<file path="config.mk">
export PLATFORM = sky130hd
export DESIGN_NAME = instr_prefetch_buffer
export DESIGN_NICKNAME = d
export VERILOG_FILES = /design/src/rtl/instr_prefetch_buffer.sv
export SDC_FILE = /design/constraint.sdc
export NUM_CORES = 1
export LEC_CHECK = 0
export ABC_AREA = 1
export CAP_MARGIN = 10
export CORE_MARGIN = 2
export CORE_UTILIZATION = 46
export DETAILED_ROUTE_END_ITERATION = 16
export PLACE_DENSITY = 0.68
export SYNTH_ARGS = -nofsm -noshare
export SYNTH_HDL_FRONTEND = slang
export SYNTH_SLANG_ARGS = --single-unit
</file>
<file path="constraint.sdc">
create_clock -name clk -period 9.4 [get_ports clk]
set_clock_uncertainty 0.2 [all_clocks]
set_input_delay 0.94 -clock clk [delete_from_list [all_inputs] [get_ports clk]]
set_output_delay 0.94 -clock clk [all_outputs]
set_load 0.02 [all_outputs]
</file>
<file path="src/rtl/instr_prefetch_buffer.sv">
// Sequential instruction prefetcher: issues word reads, queues responses with address/abort tag,
// and presents them to decode over valid/ready; a redirect flushes everything and refetches.
module instr_prefetch_buffer #(
  parameter int          DEPTH        = 4,
  parameter logic [31:0] RESET_VECTOR = 32'h0000_0000
) (
  input  logic        clk,
  input  logic        n_reset,
  output logic [31:0] addr,
  output logic [1:0]  trans,
  output logic        write,
  output logic        size,
  output logic [1:0]  prot,
  input  logic [31:0] rdata,
  input  logic        abort,
  input  logic        flush,
  input  logic [31:0] flush_addr,
  output logic        instr_valid,
  output logic [31:0] instr,
  output logic [31:0] instr_addr,
  output logic        instr_abort,
  input  logic        instr_ready
);

  localparam int PW = (DEPTH > 1) ? $clog2(DEPTH) : 1;
  localparam int CW = PW + 1;
  localparam logic [CW:0] DEPTH_C = (CW+1)'(DEPTH);

  typedef enum logic [1:0] {
    TRANS_IDLE   = 2'b00,
    TRANS_NONSEQ = 2'b10,
    TRANS_SEQ    = 2'b11
  } trans_t;

  trans_t          trans_reg;
  logic [31:0]     addr_reg;
  logic [31:0]     next_addr_reg;
  logic [31:0]     resp_addr_reg;
  logic            resp_pending_reg;
  logic            discard_reg;
  logic [CW-1:0]   count_reg;
  logic [PW-1:0]   wr_ptr_reg;
  logic [PW-1:0]   rd_ptr_reg;

  logic [31:0]     data_mem  [DEPTH];
  logic [31:0]     addr_mem  [DEPTH];
  logic            abort_mem [DEPTH];

  logic            req_active;
  logic            push;
  logic            pop;
  logic [1:0]      inflight;
  logic [CW:0]     credit_used;
  logic            issue;

  assign req_active = (trans_reg != TRANS_IDLE);
  assign push       = resp_pending_reg & ~discard_reg;
  assign pop        = instr_valid & instr_ready;

  // Credit is reserved at issue: the request on the bus and the response
  // arriving now both count against FIFO space, so no response is ever dropped.
  assign inflight    = {1'b0, req_active} + {1'b0, push};
  assign credit_used = {1'b0, count_reg} + (CW+1)'(inflight) - (CW+1)'(pop);
  assign issue       = ~flush & (credit_used < DEPTH_C);

  always_ff @(posedge clk or negedge n_reset) begin
    if (!n_reset) begin
      trans_reg        <= TRANS_IDLE;
      addr_reg         <= RESET_VECTOR;
      next_addr_reg    <= RESET_VECTOR;
      resp_addr_reg    <= RESET_VECTOR;
      resp_pending_reg <= 1'b0;
      discard_reg      <= 1'b0;
      count_reg        <= '0;
      wr_ptr_reg       <= '0;
      rd_ptr_reg       <= '0;
    end else begin
      resp_pending_reg <= req_active;
      resp_addr_reg    <= addr_reg;
      if (flush) begin
        trans_reg     <= TRANS_NONSEQ;
        addr_reg      <= flush_addr;
        next_addr_reg <= flush_addr + 32'd1;
        // The request on the bus now returns next cycle and must not land.
        discard_reg   <= req_active;
        count_reg     <= '0;
        wr_ptr_reg    <= '0;
        rd_ptr_reg    <= '0;
      end else begin
        discard_reg <= 1'b0;
        if (issue) begin
          trans_reg     <= req_active ? TRANS_SEQ : TRANS_NONSEQ;
          addr_reg      <= next_addr_reg;
          next_addr_reg <= next_addr_reg + 32'd1;
        end else begin
          trans_reg <= TRANS_IDLE;
        end
        if (push) wr_ptr_reg <= wr_ptr_reg + PW'(1);
        if (pop)  rd_ptr_reg <= rd_ptr_reg + PW'(1);
        count_reg <= count_reg + CW'(push) - CW'(pop);
      end
    end
  end

  always_ff @(posedge clk) begin
    if (push && !flush) begin
      data_mem[wr_ptr_reg]  <= rdata;
      addr_mem[wr_ptr_reg]  <= resp_addr_reg;
      abort_mem[wr_ptr_reg] <= abort;
    end
  end

  assign addr        = addr_reg;
  assign trans       = trans_reg;
  assign write       = 1'b0;
  assign size        = 1'b1;
  assign prot        = 2'b10;
  assign instr_valid = (count_reg != '0);
  assign instr       = data_mem[rd_ptr_reg];
  assign instr_addr  = addr_mem[rd_ptr_reg];
  assign instr_abort = abort_mem[rd_ptr_reg];

endmodule

</file>
# [Word-level counts from Yosys, hierarchy flattened]
# Memories as Yosys holds them, arrays and structs flattened.
# Cells that the tools add are included.
[word_totals] register_bits=107 mem_bits_rw=260 input_bits=69 output_inout_bits=104 word_cells=49 memories=3
[op_classes] addsub=9 order_cmp=1 mux=15 n_bitwise=5 reduce_logical=7
[memory_table] name="addr_mem" words=4 width=32 rd=1 rd_ports_with_merged_regs=0 wr=1 line="46" source="logic [31:0] addr_mem [DEPTH];"
[memory_table] name="data_mem" words=4 width=32 rd=1 rd_ports_with_merged_regs=0 wr=1 line="45" source="logic [31:0] data_mem [DEPTH];"
[memory_table] name="abort_mem" words=4 width=1 rd=1 rd_ports_with_merged_regs=0 wr=1 line="47" source="logic abort_mem [DEPTH];"
[ops] operator="32-bit 2-to-1 mux" count=4
[ops] operator="32-bit by 1-bit adder with 32-bit output (second input constant)" count=2
[ops] operator="2-bit 2-to-1 mux" count=6
[ops] operator="2-bit nonzero test" count=4
[ops] operator="2-bit by 1-bit adder with 2-bit output (second input constant)" count=2
[ops] operator="3-bit by 2-bit adder with 4-bit output" count=1
[ops] operator="4-bit by 3-bit less-than comparator with 1-bit output (second input constant)" count=1
[ops] operator="1-bit 2-to-1 mux" count=4
[ops] operator="4-bit by 1-bit subtractor with 4-bit output" count=1
[ops] operator="3-bit by 1-bit adder with 3-bit output" count=1
[ops] operator="1-bit bitwise AND" count=3
[ops] operator="3-bit 2-to-1 mux" count=1
[ops] operator="3-bit nonzero test" count=1
[ops] operator="3-bit by 1-bit subtractor with 3-bit output" count=1
[ops] operator="1-bit by 1-bit adder with 2-bit output" count=1
[ops] operator="1-bit inverter" count=2
[ops] operator="1-bit logical AND" count=1
[ops] operator="1-bit zero test" count=1

# [Depth between registers and ports, before layout]
[depth] depth_word=9 ltp_mapped=20 mapped_depth_nobuf=19

# [Worst setup path after synthesis]
# Ideal clock, no wire load.
[synth_timing] path_kind="input to register" start="in flush" end="mem abort_mem[0] (enable)" setup_ns=0.489 arrival_time_ns=4.115 required_time_ns=8.711 path_slack_ns=4.597 path_stages=5 n_path_buf=2 path_cell_list="inv_2 > buf_6 > buf_6 > nand2_1 > nor2_1"
[synth_between] elab_chain_cells=4
[synth_rtl] item="from (decl)" line="16" source="input logic flush,"
[synth_rtl] item="1-bit zero test" line="106" source="if (push && !flush) begin"
[synth_rtl] item="1-bit logical AND" line="106"
[synth_rtl] item="1-bit 2-to-1 mux" line="106"
[synth_rtl] item="1-bit 2-to-1 mux (implied by the code)" line="109" source="abort_mem[wr_ptr_reg] <= abort;"
[synth_rtl] item="to (decl)" line="47"
# Every way passes these cells.

# [Final worst setup path]
[layout_timing] start="reg rd_ptr_reg[0]" end="out instr_addr[9]"
[layout_between] elab_chain_cells=1
[layout_rtl] item="from (decl)" line="43" source="logic [PW-1:0] rd_ptr_reg;"
[layout_rtl] item="from (signal assigned)" line="99" source="if (pop) rd_ptr_reg <= rd_ptr_reg + PW'(1);"
[layout_rtl] item="memory 4 x 32 bit"
[layout_rtl] item="to (decl)" line="20" source="output logic [31:0] instr_addr,"
# Every way passes these cells.

==> results.yml <==
floorplanning:
  die_area_sq_mm: 0.03339
  std_cell_rows: 65
  core_sq_mm: 0.03147
  die_y_um: 182.7
  die_x_um: 182.7
  start_util_pct: 46.69
  io_pins: 173
layout:
  diodes: 0
  layout-drive-gt1-share_pct: 7.332
  final_util_pct: 57.18
  largestRegisters: "addr_mem: 128 flops, data_mem: 128 flops"
  most-common-layout-cells: "273 x nand2_1, 260 x edfxtp_1, 178 x o21ai_0"
  areaGrowthSynthToFinish_pct: 22.48
  final_common_cell: "nand2_1"
  nNetsFinal: 1522
critical_path:
  max_stage_delay_ps: 750
  cp.depth: 5
  critPathKind: "register to output pin"
  critical_path_arrival_ps: 3510
  cp-startpoint: "rd_ptr_reg[0]$_DFFE_PN0P_"
  crit_buf_inv: 3
  cp_top_family: "buffers and inverters"
  r2r_start: "count_reg[1]$_DFF_PN0_"
  worstSetupStartpointType: "register"
  ff2ff_setup_slack_ps: 5310
  worstSetupEndpoint: "instr_addr[9]"
  rr_worst_depth: 19
  cp_max_fo: 83
  r2r_end: "addr[15]$_DFFE_PN0P_"
  required_ps: 8260
  cp_slowest_cell: "buf_4"
  cp_cell_sequence: "inv_4 > buf_4 > o21ai_0 > o22ai_1 > clkdlybuf4s50_1"
  crit_path_end_kind: "output pin"
synth:
  syn_inst: 1287
  yosysSeqAreaShare_pct: 71.36
  netlist_area_sq_mm: 0.01469
  ys_types: 27
  avgSynthCellArea_sq_um: 11.42
  yosys_warnings: 0
  synth-seq-cells: 367
timing:
  finalSetupTns_ps: 0
  setup_ws_ps: 4751
  rsz0062_at_grt: "false"
  finalHoldViolations: 0
  setup_violations: 0
  fmax_mhz: 215.1
  post-route-min-period_ps: 4649
  slew_headroom_pct: 26.11
  slew_viol_final: 0
  period_share_pct: 49.45
  worstMarginPinSlew_ps: 1106
run:
  maxCapViolCount: 0
global_routing:
  grt.total_usage_pct: 18.99
  grt_overflow: 0
  grt_max_degree: 89
  grt_pass1_vias: 9408
  grt_antenna_before_repair: 0
  grt_pass1_wl_mm: 49.75
power_and_ir_drop:
  power_frac_clock_pct: 27.2
  intPower_mw: 3.759
  p_sw_share_pct: 33.06
  fin_total_pwr_mw: 5.616
  switchingPower_mw: 1.857
  p_seq_share_pct: 43.1
  ir_drop_mv: 0.1553
  power_density_mw_per_mm2: 312.0
  leakagePower_nw: 6.859
  comb_power_share_pct: 29.6
clocking:
  clkSinkCount: 367
  htree_levels: 2
  root_buffer: "clkbuf_16"
  clk_pin_slew_worst_paths_ps: 60
  cts-buffers-inserted: 39
  insertion_delay_ps: 510
  hold_buffers: 0
  cts_resized: 0
  cts_tree: "done"
  cts_max_path_buffers: 3
  cts_setup_buffers: 0
routing:
  ant_nets: 0
  vias: 9639
  viasPerCell: 5.141
  dr.pass1.iters: 5
  drt_iter0_markers: 658
  drc: 0
  post_drt_wl_per_cell_um: 16.67
  drt-total-wl_mm: 31.25
run_status:
  status: "finished clean"
place:
  gp_congestion: 0.8831
  place_ws_ps: 4527
  portBuffers: 168
  dpl.hpwl_mm: 19.04
worst_hold_path:
  hp-class: "register to register"
==> metal layers <==
metal  routed length [um]  GRT usage, %  up-vias
met4                  480         4.677        0
li1                     -             -     4727
met2                14520         30.86      259
met5                    0             0        -
met1                14240         26.50     4617
met3                 2004         3.792       36
==> cell families (layout without fill, tap and decap cells) <==
group / Yosys count / after routing / synth area share [%]
adders and majority gates: 10 / 10 / 0.9026
DFF: 367 / 367 / 71.36
and+or+nand+nor: 519 / 519 / 14.27
xor gates and xnor gates: 11 / 11 / 0.6556
AOI/OAI and AO/OA: 246 / 246 / 8.949
buffers and inverters: 132 / 316 / 3.815
other: 2 / 4 / 0.05111
==> power by group through the flow <==
stage / sequential (mW) / clock (mW) / combinational, mW
6_report: 2.42 / 1.53 / 1.67
5_1_grt: 2.46 / 1.63 / 1.85
3_3_place_gp: 2.44 / 0 / 1.66
3_5_place_dp: 2.45 / 0 / 1.69
2_1_floorplan: 2.44 / 0 / 0.934
4_1_cts: 2.42 / 1.56 / 1.69
==> stage by stage <==
step	hold slack [ps]	cell area (sq um)	cells
2_1_floorplan	242.2	14700	1289
3_3_place_gp	200.0	16690	1804
3_5_place_dp	209.0	16690	1804
4_1_cts	221.6	18000	1875
5_1_grt	235.6	18000	1875
6_report	214.5	18000	1875
==> how the worst min path moves through the flow <==
stage,startpoint,end,depth (start not counted)
after floorplan,next_addr_reg[1]$_DFFE_PN0P_,next_addr_reg[1]$_DFFE_PN0P_,2
after global placement,addr[28]$_DFFE_PN0P_,resp_addr_reg[28]$_DFF_PN0_,0
after detailed placement,addr[20]$_DFFE_PN0P_,resp_addr_reg[20]$_DFF_PN0_,0
after CTS,addr[20]$_DFFE_PN0P_,resp_addr_reg[20]$_DFF_PN0_,0
after global routing,addr[29]$_DFFE_PN0P_,resp_addr_reg[29]$_DFF_PN0_,0
final,addr[29]$_DFFE_PN0P_,resp_addr_reg[29]$_DFF_PN0_,0
==> area by class of cell <==
cell class                      instances  area, sq um
Clock buffer                           55         1089
Clock inverter                         16        217.7
Fill cell                            2578        13480
Inverter                               66        250.2
Multi-Input combinational cell        790         3686
Sequential cell                       367        10490
Tap cell                              402        503.0
Timing Repair Buffer                  179         1762
==> synth_stat cells (all sizes together) <==
cell / number / area [sq um]
o22ai: 65 / 406.6
xor2: 10 / 87.58
clkbuf: 45 / 168.9
nor3: 1 / 5.000
nand2: 290 / 1131
nand3: 40 / 200.2
nor2: 187 / 754.5
buf: 21 / 143.9
dfrtp: 107 / 2678
o21ai: 179 / 895.9
edfxtp: 260 / 7807
fa: 1 / 20.02
o21a: 1 / 7.510
conb: 2 / 7.510
ha: 9 / 112.6
a21oi: 1 / 5.000
inv: 66 / 247.7
xnor2: 1 / 8.760
or2: 1 / 6.260
(Power assumes the default switching activity.)
